==> src/rtl/spi_slave_pkg.sv <==
// Shared types and constants for the SPI responder.
package spi_slave_pkg;

    localparam int BYTE_W    = 8;
    localparam int BIT_CNT_W = 3;

    localparam logic [BIT_CNT_W-1:0] BIT_CNT_LAST  = BIT_CNT_W'(BYTE_W - 1);
    localparam logic [BYTE_W-1:0]    IDLE_FILL_DEF = 8'hFF;

    typedef enum logic [1:0] {
        IDLE  = 2'd0,
        LOAD  = 2'd1,
        SHIFT = 2'd2
    } state_t;

endpackage

==> src/rtl/spi_slave_iface_sync_edge.sv <==
// Multi-flop synchronizer with an extra history flop producing single-cycle
// rise/fall pulses on the synchronized level.
module spi_sync_edge #(
    parameter int   SYNC_STAGES = 2,
    parameter logic RST_VAL     = 1'b0
) (
    input  logic CLK,
    input  logic RST,
    input  logic async_in,
    output logic sync_out,
    output logic rise,
    output logic fall
);

    logic [SYNC_STAGES-1:0] sync_q;
    logic                   prev_q;

    always_ff @(posedge CLK) begin
        if (RST) begin
            sync_q <= {SYNC_STAGES{RST_VAL}};
            prev_q <= RST_VAL;
        end else begin
            sync_q <= {sync_q[SYNC_STAGES-2:0], async_in};
            prev_q <= sync_q[SYNC_STAGES-1];
        end
    end

    assign sync_out = sync_q[SYNC_STAGES-1];
    assign rise     = sync_q[SYNC_STAGES-1] & ~prev_q;
    assign fall     = ~sync_q[SYNC_STAGES-1] & prev_q;

endmodule

==> src/rtl/spi_slave_iface.sv <==
// SPI mode-0 responder, MSB first, 8-bit frames, oversampled on CLK.
// Define SPI_SLAVE_ECHO_EN to transmit the last received byte instead of IDLE_FILL.
module spi_slave_iface
    import spi_slave_pkg::*;
#(
    parameter int                SYNC_STAGES = 2,
    parameter logic [BYTE_W-1:0] IDLE_FILL   = IDLE_FILL_DEF
) (
    input  logic              CLK,
    input  logic              RST,
    input  logic              SPI_CLK,
    input  logic              SPI_CS_N,
    input  logic              SPI_DATA_IN,
    output logic              SPI_DATA_OUT,
    output logic              SPI_DATA_OUT_EN,
    input  logic [BYTE_W-1:0] DIN,
    input  logic              WE_IN,
    output logic              TX_RDY,
    output logic [BYTE_W-1:0] DOUT,
    output logic              WE_OUT,
    output logic              BUSY
);

    logic sclk_sync, sclk_rise, sclk_fall;
    logic cs_sync, cs_rise, cs_fall;
    logic din_sync, din_rise_unused, din_fall_unused;

    spi_sync_edge #(.SYNC_STAGES(SYNC_STAGES), .RST_VAL(1'b0)) u_sclk (
        .CLK      (CLK),
        .RST      (RST),
        .async_in (SPI_CLK),
        .sync_out (sclk_sync),
        .rise     (sclk_rise),
        .fall     (sclk_fall)
    );

    spi_sync_edge #(.SYNC_STAGES(SYNC_STAGES), .RST_VAL(1'b1)) u_cs (
        .CLK      (CLK),
        .RST      (RST),
        .async_in (SPI_CS_N),
        .sync_out (cs_sync),
        .rise     (cs_rise),
        .fall     (cs_fall)
    );

    spi_sync_edge #(.SYNC_STAGES(SYNC_STAGES), .RST_VAL(1'b0)) u_din (
        .CLK      (CLK),
        .RST      (RST),
        .async_in (SPI_DATA_IN),
        .sync_out (din_sync),
        .rise     (din_rise_unused),
        .fall     (din_fall_unused)
    );

    state_t               state, state_nxt;
    logic                 load_tx, shift_tx, sample_rx;
    logic [BYTE_W-1:0]    tx_shift, rx_shift, rx_next, hold_reg, dout_q, fill_byte;
    logic                 hold_full, we_out_q;
    logic [BIT_CNT_W-1:0] bit_cnt;

    always_ff @(posedge CLK) begin
        if (RST) state <= IDLE;
        else     state <= state_nxt;
    end

    // cs_rise takes priority, so a coincident sclk_rise samples nothing.
    always_comb begin
        state_nxt = state;
        load_tx   = 1'b0;
        shift_tx  = 1'b0;
        sample_rx = 1'b0;
        case (state)
            IDLE: begin
                if (cs_fall) state_nxt = LOAD;
            end
            LOAD: begin
                load_tx   = 1'b1;
                state_nxt = cs_rise ? IDLE : SHIFT;
            end
            SHIFT: begin
                if (cs_rise) begin
                    state_nxt = IDLE;
                end else begin
                    sample_rx = sclk_rise;
                    if (sclk_fall) begin
                        load_tx  = (bit_cnt == '0);
                        shift_tx = (bit_cnt != '0);
                    end
                end
            end
            default: state_nxt = IDLE;
        endcase
    end

`ifdef SPI_SLAVE_ECHO_EN
    assign fill_byte = dout_q;
`else
    assign fill_byte = IDLE_FILL;
`endif

    assign rx_next = {rx_shift[BYTE_W-2:0], din_sync};

    always_ff @(posedge CLK) begin
        if (RST) begin
            tx_shift  <= '0;
            rx_shift  <= '0;
            bit_cnt   <= '0;
            hold_reg  <= '0;
            hold_full <= 1'b0;
            dout_q    <= '0;
            we_out_q  <= 1'b0;
        end else begin
            we_out_q <= 1'b0;

            if (load_tx)       tx_shift <= hold_full ? hold_reg : fill_byte;
            else if (shift_tx) tx_shift <= {tx_shift[BYTE_W-2:0], 1'b0};

            // A write landing on an empty-register reload is kept for the next byte.
            if (load_tx && hold_full) begin
                hold_full <= 1'b0;
            end else if (WE_IN && !hold_full) begin
                hold_reg  <= DIN;
                hold_full <= 1'b1;
            end

            if (state == LOAD) begin
                bit_cnt <= '0;
            end else if (sample_rx) begin
                bit_cnt  <= bit_cnt + BIT_CNT_W'(1);
                rx_shift <= rx_next;
                if (bit_cnt == BIT_CNT_LAST) begin
                    dout_q   <= rx_next;
                    we_out_q <= 1'b1;
                end
            end
        end
    end

    assign SPI_DATA_OUT    = tx_shift[BYTE_W-1];
    assign SPI_DATA_OUT_EN = ~cs_sync;
    assign TX_RDY          = ~hold_full;
    assign DOUT            = dout_q;
    assign WE_OUT          = we_out_q;
    assign BUSY            = (state != IDLE);

    logic sclk_level_unused;
    assign sclk_level_unused = sclk_sync;

endmodule

==> config.mk <==
export PLATFORM = sky130hd
export DESIGN_NAME = spi_slave_iface
export DESIGN_NICKNAME = d
export VERILOG_FILES = /design/src/rtl/spi_slave_pkg.sv /design/src/rtl/spi_slave_iface_sync_edge.sv /design/src/rtl/spi_slave_iface.sv
export SDC_FILE = /design/constraint.sdc
export NUM_CORES = 1
export LEC_CHECK = 0
export CAP_MARGIN = 20
export CORE_UTILIZATION = 40
export CTS_CLUSTER_DIAMETER = 40
export DETAILED_ROUTE_END_ITERATION = 8
export PLACE_DENSITY = 0.73
export RECOVER_POWER = 25
export SLEW_MARGIN = 20
export SYNTH_ARGS = -nofsm -noshare
export SYNTH_HDL_FRONTEND = slang
export SYNTH_HIERARCHICAL = 1
export SYNTH_SLANG_ARGS = --single-unit
export TNS_END_PERCENT = 30
==> constraint.sdc <==
create_clock -name CLK -period 2 [get_ports CLK]
set_input_delay 0.3 -clock CLK [delete_from_list [all_inputs] [get_ports CLK]]
set_output_delay 0.3 -clock CLK [all_outputs]
set_load 0.01 [all_outputs]
After elaboration in Yosys (flattened, before gate mapping). Cells that the tools add are included.

Register bits after elaboration: 46. Bits in latches: 0. Memory bits (writable): 0. ROM bits: 0. Output and inout bits: 13. Memories kept: 0.

$add $sub $neg: 1. Multipliers: 0. Divide/modulo/power cells: 0. Magnitude comparators: 0. Equal/unequal tests: 5. Shift operators: 0. Multiplexer cells: 16. Bitwise logic cells: 12. Reductions and logical operators: 15.

Operator list (count): 8-bit 2-to-1 mux (3); 1-bit 2-to-1 mux (8); 1-bit NOT (8); 2-bit 2-to-1 mux (3); 2-bit one-hot mux with 3 select lines (1); 2-bit AND reduction (3); 1-bit bitwise AND (4); 2-bit != test, second input constant (2); 2-bit nonzero test (2); 2-bit OR reduction (2); 3-bit by 1-bit adder with 3-bit output, second input constant (1); 3-bit == test, second input constant (1); 3-bit logical NOT (1); 3-bit AND reduction (1); 3-bit nonzero test (1); 3-bit OR reduction (1); 2-bit by 1-bit == test with 1-bit output, second input constant (1); 2-bit == test, second input constant (1); 1-bit logical AND (2); 2-bit logical NOT (1); 1-bit one-hot mux with 2 select lines (1); 1-bit logical NOT (1).

Longest topological paths before layout.
Depth in word-level cells: 8. Gate-level depth with buffers: 8.

By module. Netlist, hierarchy kept.

Modules (own cells, without submodules): spi_slave_iface (instances 1, cells each 167, area an instance 1684.1 µm², sequential area each 760.7 µm²); spi_sync_edge (u_din ...) (instances 2, cells each 8, area an instance 91.3 µm², sequential area each 60.1 µm²); spi_sync_edge (u_cs) (instances 1, cells each 8, area an instance 92.6 µm², sequential area each 60.1 µm²).

Worst setup path after synthesis. No wires, ideal clock.

Path kind: register to register. Start: register state[0]. End: register tx_shift[1]. Data arrival time: 1594 ps. Slack: 287 ps. Cell stages (with the launch flop): 6. Period minus slack after synthesis: 1713 ps. Cell sequence: dfxtp_1 -> inv_1 -> ha_1 -> or3b_1 -> a22o_2 -> o221a_1.

Cells in the longest elaborated chain, start to end: 3.

Ends and longest elaborated chain: from (decl) (line spi_slave_iface.sv:55) `state_t state, state_nxt;`; from (signal assigned) (line spi_slave_iface.sv:63) `else state <= state_nxt;`; 2-bit == test / 2-bit by 1-bit == test with 1-bit output (equally long branches) (line spi_slave_iface.sv:72) `case (state)`; 1-bit one-hot mux with 2 select lines / 1-bit 2-to-1 mux (equally long branches) (line spi_slave_iface.sv:72); 8-bit 2-to-1 mux / 2-bit nonzero test (equally long branches); to (signal assigned) (line spi_slave_iface.sv:115) `if (load_tx) tx_shift <= hold_full ? hold_reg : fill_byte;`; to (signal assigned) (line spi_slave_iface.sv:116) `else if (shift_tx) tx_shift <= {tx_shift[BYTE_W-2:0], 1'b0};`; to (decl) (line spi_slave_iface.sv:57) `logic [BYTE_W-1:0] tx_shift, rx_shift, rx_next, hold_reg, dout_q, fill_byte;`.

Several ways; a longest one is shown, not always the timed one. A chain may end at the register's enable or synchronous reset.

Worst setup path after layout.
Start: register state[0]. End: output BUSY.

Cells in the longest elaborated chain, start to end: 1.

Ends and longest elaborated chain: 2-bit nonzero test (line spi_slave_iface.sv:144) `assign BUSY = (state != IDLE);`; to (decl) (line spi_slave_iface.sv:21) `output logic BUSY`.

Every way passes these cells.

==> report_table.html <==
<table>
<tr><th>Metric</th><th>Value</th></tr>
<tr><th colspan="2">Detailed routing</th></tr>
<tr><td>Final wirelength</td><td>3376 microns</td></tr>
<tr><td>Detailed Routing Iterations Pass 1</td><td>6</td></tr>
<tr><td>DR DRC count</td><td>1</td></tr>
<tr><td>Iter 0 DRT Violations</td><td>68</td></tr>
<tr><td>Via count</td><td>between 1k and 1.5k</td></tr>
<tr><td>Via density per instance</td><td>slightly above 5</td></tr>
<tr><td>Routed Antenna Nets</td><td>0</td></tr>
<tr><td>Routed length per placed instance</td><td>around 13 microns</td></tr>
<tr><th colspan="2">Clock network</th></tr>
<tr><td># Post-CTS Setup Buffers</td><td>0</td></tr>
<tr><td>Deepest level of the CTS H-tree</td><td>2</td></tr>
<tr><td>Clk buf depth</td><td>2</td></tr>
<tr><td>Clock Sinks</td><td>46</td></tr>
<tr><td>Root Buffer</td><td>clkbuf_8</td></tr>
<tr><td>Skew-Pair Late Insertion Delay</td><td>about 0.29 ns</td></tr>
<tr><td>Number of buffers created by CTS</td><td>5</td></tr>
<tr><td>CTS tree</td><td>done</td></tr>
<tr><td>Post-cts sizing count</td><td>0</td></tr>
<tr><td>Post-CTS Hold Fix Bufs</td><td>0</td></tr>
<tr><td>Clock slew seen by the registers of the worst setup and hold paths</td><td>about 0.08 ns</td></tr>
<tr><th colspan="2">Global routing</th></tr>
<tr><td>Overall Global Routing Usage</td><td>roughly 15%</td></tr>
<tr><td>Met1 Track Usage GR</td><td>between 10% and 20%</td></tr>
<tr><td>GR Util met3</td><td>roughly 3.4%</td></tr>
<tr><td>Initial antenna violation count</td><td>0</td></tr>
<tr><td>Via count of the first global-routing pass</td><td>1,333</td></tr>
<tr><td>First-pass GRT wire length</td><td>between 5000 and 6000 microns</td></tr>
<tr><td>Met2 GRT Util</td><td>a little under a quarter</td></tr>
<tr><td>Maximum number of pins on one net before global-route repair</td><td>28</td></tr>
<tr><td>Peak-usage layer in the global routing report</td><td>met2</td></tr>
<tr><td>Overflow left after global routing</td><td>0</td></tr>
<tr><th colspan="2">Timing</th></tr>
<tr><td>Hold Slack</td><td>around 0.43 ns</td></tr>
<tr><td>Final Cycle Share</td><td>around 93%</td></tr>
<tr><td>Setup TNS</td><td>0 ns</td></tr>
<tr><td>Fin Clk Skew</td><td>approximately 0.0034 ns</td></tr>
<tr><td>Unrepaired setup endpoints after global routing</td><td>no</td></tr>
<tr><td>Max Slew Vio Count</td><td>0</td></tr>
<tr><td>Min Tclk post-route</td><td>roughly 1.9 ns</td></tr>
<tr><td>Final hold viol count</td><td>0</td></tr>
<tr><td>Slew of the pin with the lowest slew margin</td><td>between 1 and 1.5 ns</td></tr>
<tr><td>Final worst setup slack</td><td>between 0.1 and 0.15 ns</td></tr>
<tr><td>Timing-limited maximum frequency</td><td>between 500 and 600 MHz</td></tr>
<tr><td>Number of setup violations in the final report</td><td>0</td></tr>
<tr><td>Remaining max-slew budget at the tightest pin</td><td>between 20% and 30%</td></tr>
<tr><th colspan="2">Die</th></tr>
<tr><td>Number of primary I/O pins</td><td>27</td></tr>
<tr><td>Chip Width</td><td>roughly 71 microns</td></tr>
<tr><td>Area of the die</td><td>5082 sq um</td></tr>
<tr><td>Effective utilization at floorplan</td><td>between 40% and 50%</td></tr>
<tr><td>Die height</td><td>around 70 microns</td></tr>
<tr><td>Cell row count</td><td>24</td></tr>
<tr><td>Area of the core</td><td>~4500 sq um</td></tr>
<tr><th colspan="2">Setup path</th></tr>
<tr><td>Path type of the worst setup path</td><td>reg -&gt; out</td></tr>
<tr><td>Arrival time at the worst endpoint</td><td>roughly 1.6 ns</td></tr>
<tr><td>Critical Path Start Type</td><td>register</td></tr>
<tr><td>Required time at the worst-slack endpoint</td><td>between 1.5 and 2 ns</td></tr>
<tr><td>Max FO, Critical Path</td><td>3</td></tr>
<tr><td>Kind of capture point of the worst setup path</td><td>output pin</td></tr>
<tr><th colspan="2">Power and ir drop</th></tr>
<tr><td>Peak supply drop</td><td>approximately 0.37 mV</td></tr>
<tr><td>Switching power as a share of total power</td><td>between 20 and 25%</td></tr>
<tr><td>Portion of total power attributed to combinational logic</td><td>about 7.3%</td></tr>
<tr><td>Net load switching power</td><td>0.3662 mW</td></tr>
<tr><td>Design Power</td><td>between 1.5 and 2 mW</td></tr>
<tr><td>Power density of the placed cells</td><td>about 700 nW/um^2</td></tr>
<tr><td>Leak pwr</td><td>0.8642 nW</td></tr>
<tr><td>Internal Dissipation</td><td>~1.3 mW</td></tr>
<tr><td>Clock network fraction of total power</td><td>about a third</td></tr>
<tr><td>Power share of the sequential group</td><td>57.7%</td></tr>
<tr><th colspan="2">Layout</th></tr>
<tr><td>P&amp;R area growth vs syn</td><td>20.00%</td></tr>
<tr><td>Fraction of layout cells with a size suffix above 1</td><td>6.512%</td></tr>
<tr><td>Final standard cell count with taps included and fillers excluded</td><td>approximately 270</td></tr>
<tr><td>Layout Cell Area excl Fill</td><td>2305 sq um</td></tr>
<tr><td>Utilization after layout</td><td>about half</td></tr>
<tr><td>Antenna diode count</td><td>0</td></tr>
<tr><td>Net count, final</td><td>roughly 230</td></tr>
<tr><th colspan="2">Place</th></tr>
<tr><td>Area of placed instances</td><td>2217 sq um</td></tr>
<tr><td>Dpl cells</td><td>roughly 260</td></tr>
<tr><td>Final HPWL from detailed placement</td><td>roughly 2400 microns</td></tr>
<tr><td>Pre-CTS WS</td><td>0.1467 ns</td></tr>
<tr><td>Final GP Congestion</td><td>0.7555</td></tr>
<tr><td>Input/output buffers</td><td>26</td></tr>
<tr><th colspan="2">Yosys</th></tr>
<tr><td>Synth Cell Area</td><td>a little under 2000 sq um</td></tr>
<tr><td>Syn_nets</td><td>207</td></tr>
<tr><td>Synthesized instance count</td><td>187</td></tr>
<tr><td>Syn_area_per_cell</td><td>slightly above 10 sq um</td></tr>
<tr><td>Synth warnings</td><td>6</td></tr>
<tr><th colspan="2">Run</th></tr>
<tr><td>Max-capacitance violation count</td><td>0</td></tr>
<tr><th colspan="2">Hold path</th></tr>
<tr><td>Min-Delay Path Class</td><td>reg -&gt; reg</td></tr>
<tr><th colspan="2">Outcome</th></tr>
<tr><td>Status</td><td>finished, violations left</td></tr>
<tr><td>Violated checks</td><td>design-rule violations</td></tr>
</table>
[critical path, stage by stage (launching register included)]
cell	delay (ns)
dfxtp_1	0.36
inv_1	0.07
ha_1	0.24
inv_1	0.07
clkdlybuf4s50_1	0.53
[power groups by stage]
stage                     sequential [mW]  clock, mW  combinational, mW
final                               0.949      0.577              0.120
after CTS                           0.950      0.596              0.122
after global placement              0.970          0              0.120
after detailed placement            0.972          0              0.122
after floorplan                     0.967          0             0.0720
after global routing                0.953      0.635              0.133
[per-layer routing]
layer / share of wire (%) / vias to the layer above
li1: - / 699
met1: 50 / 626
met2: 45 / 21
met3: 3.6 / 6
met4: 1.3 / 0
met5: 0 / -
[area by class of cell]
| type | count | area (sq um) |
|---|---|---|
| fillers | 415 | 2170 |
| clock inverters | 1 | 5.005 |
| multi-input cells | 115 | 880.8 |
| clock buffers | 7 | 86.33 |
| well taps | 52 | 65.06 |
| repair buffers | 30 | 286.5 |
| inverters | 16 | 60.06 |
| flip-flops and latches | 46 | 920.9 |
[worst paths after layout]
kind,startpoint,to,slack (ns),cells past startpoint
max,state[0],BUSY,0.13,4
min,u_cs/sync_q[0],u_cs/sync_q[1],0.43,1
max reg2reg,state[0],tx_shift[6],0.15,5
min reg2reg,u_cs/sync_q[0],u_cs/sync_q[1],0.43,1
[layout by cell type (no fill, tap or decap), drive strengths merged, types with 3 or more instances in the layout]
| master | instances |
|---|---|
| dfxtp | 46 |
| nor3 | 3 |
| o221a | 8 |
| nor2b | 12 |
| clkdlybuf4s50 | 26 |
| clkbuf | 8 |
| nor2 | 15 |
| a41oi | 7 |
| inv | 16 |
| buf | 3 |
| nand2 | 17 |
| ha | 6 |
| or2 | 3 |
| mux2i | 25 |
No activity file was read; power rests on OpenSTA's default activity.
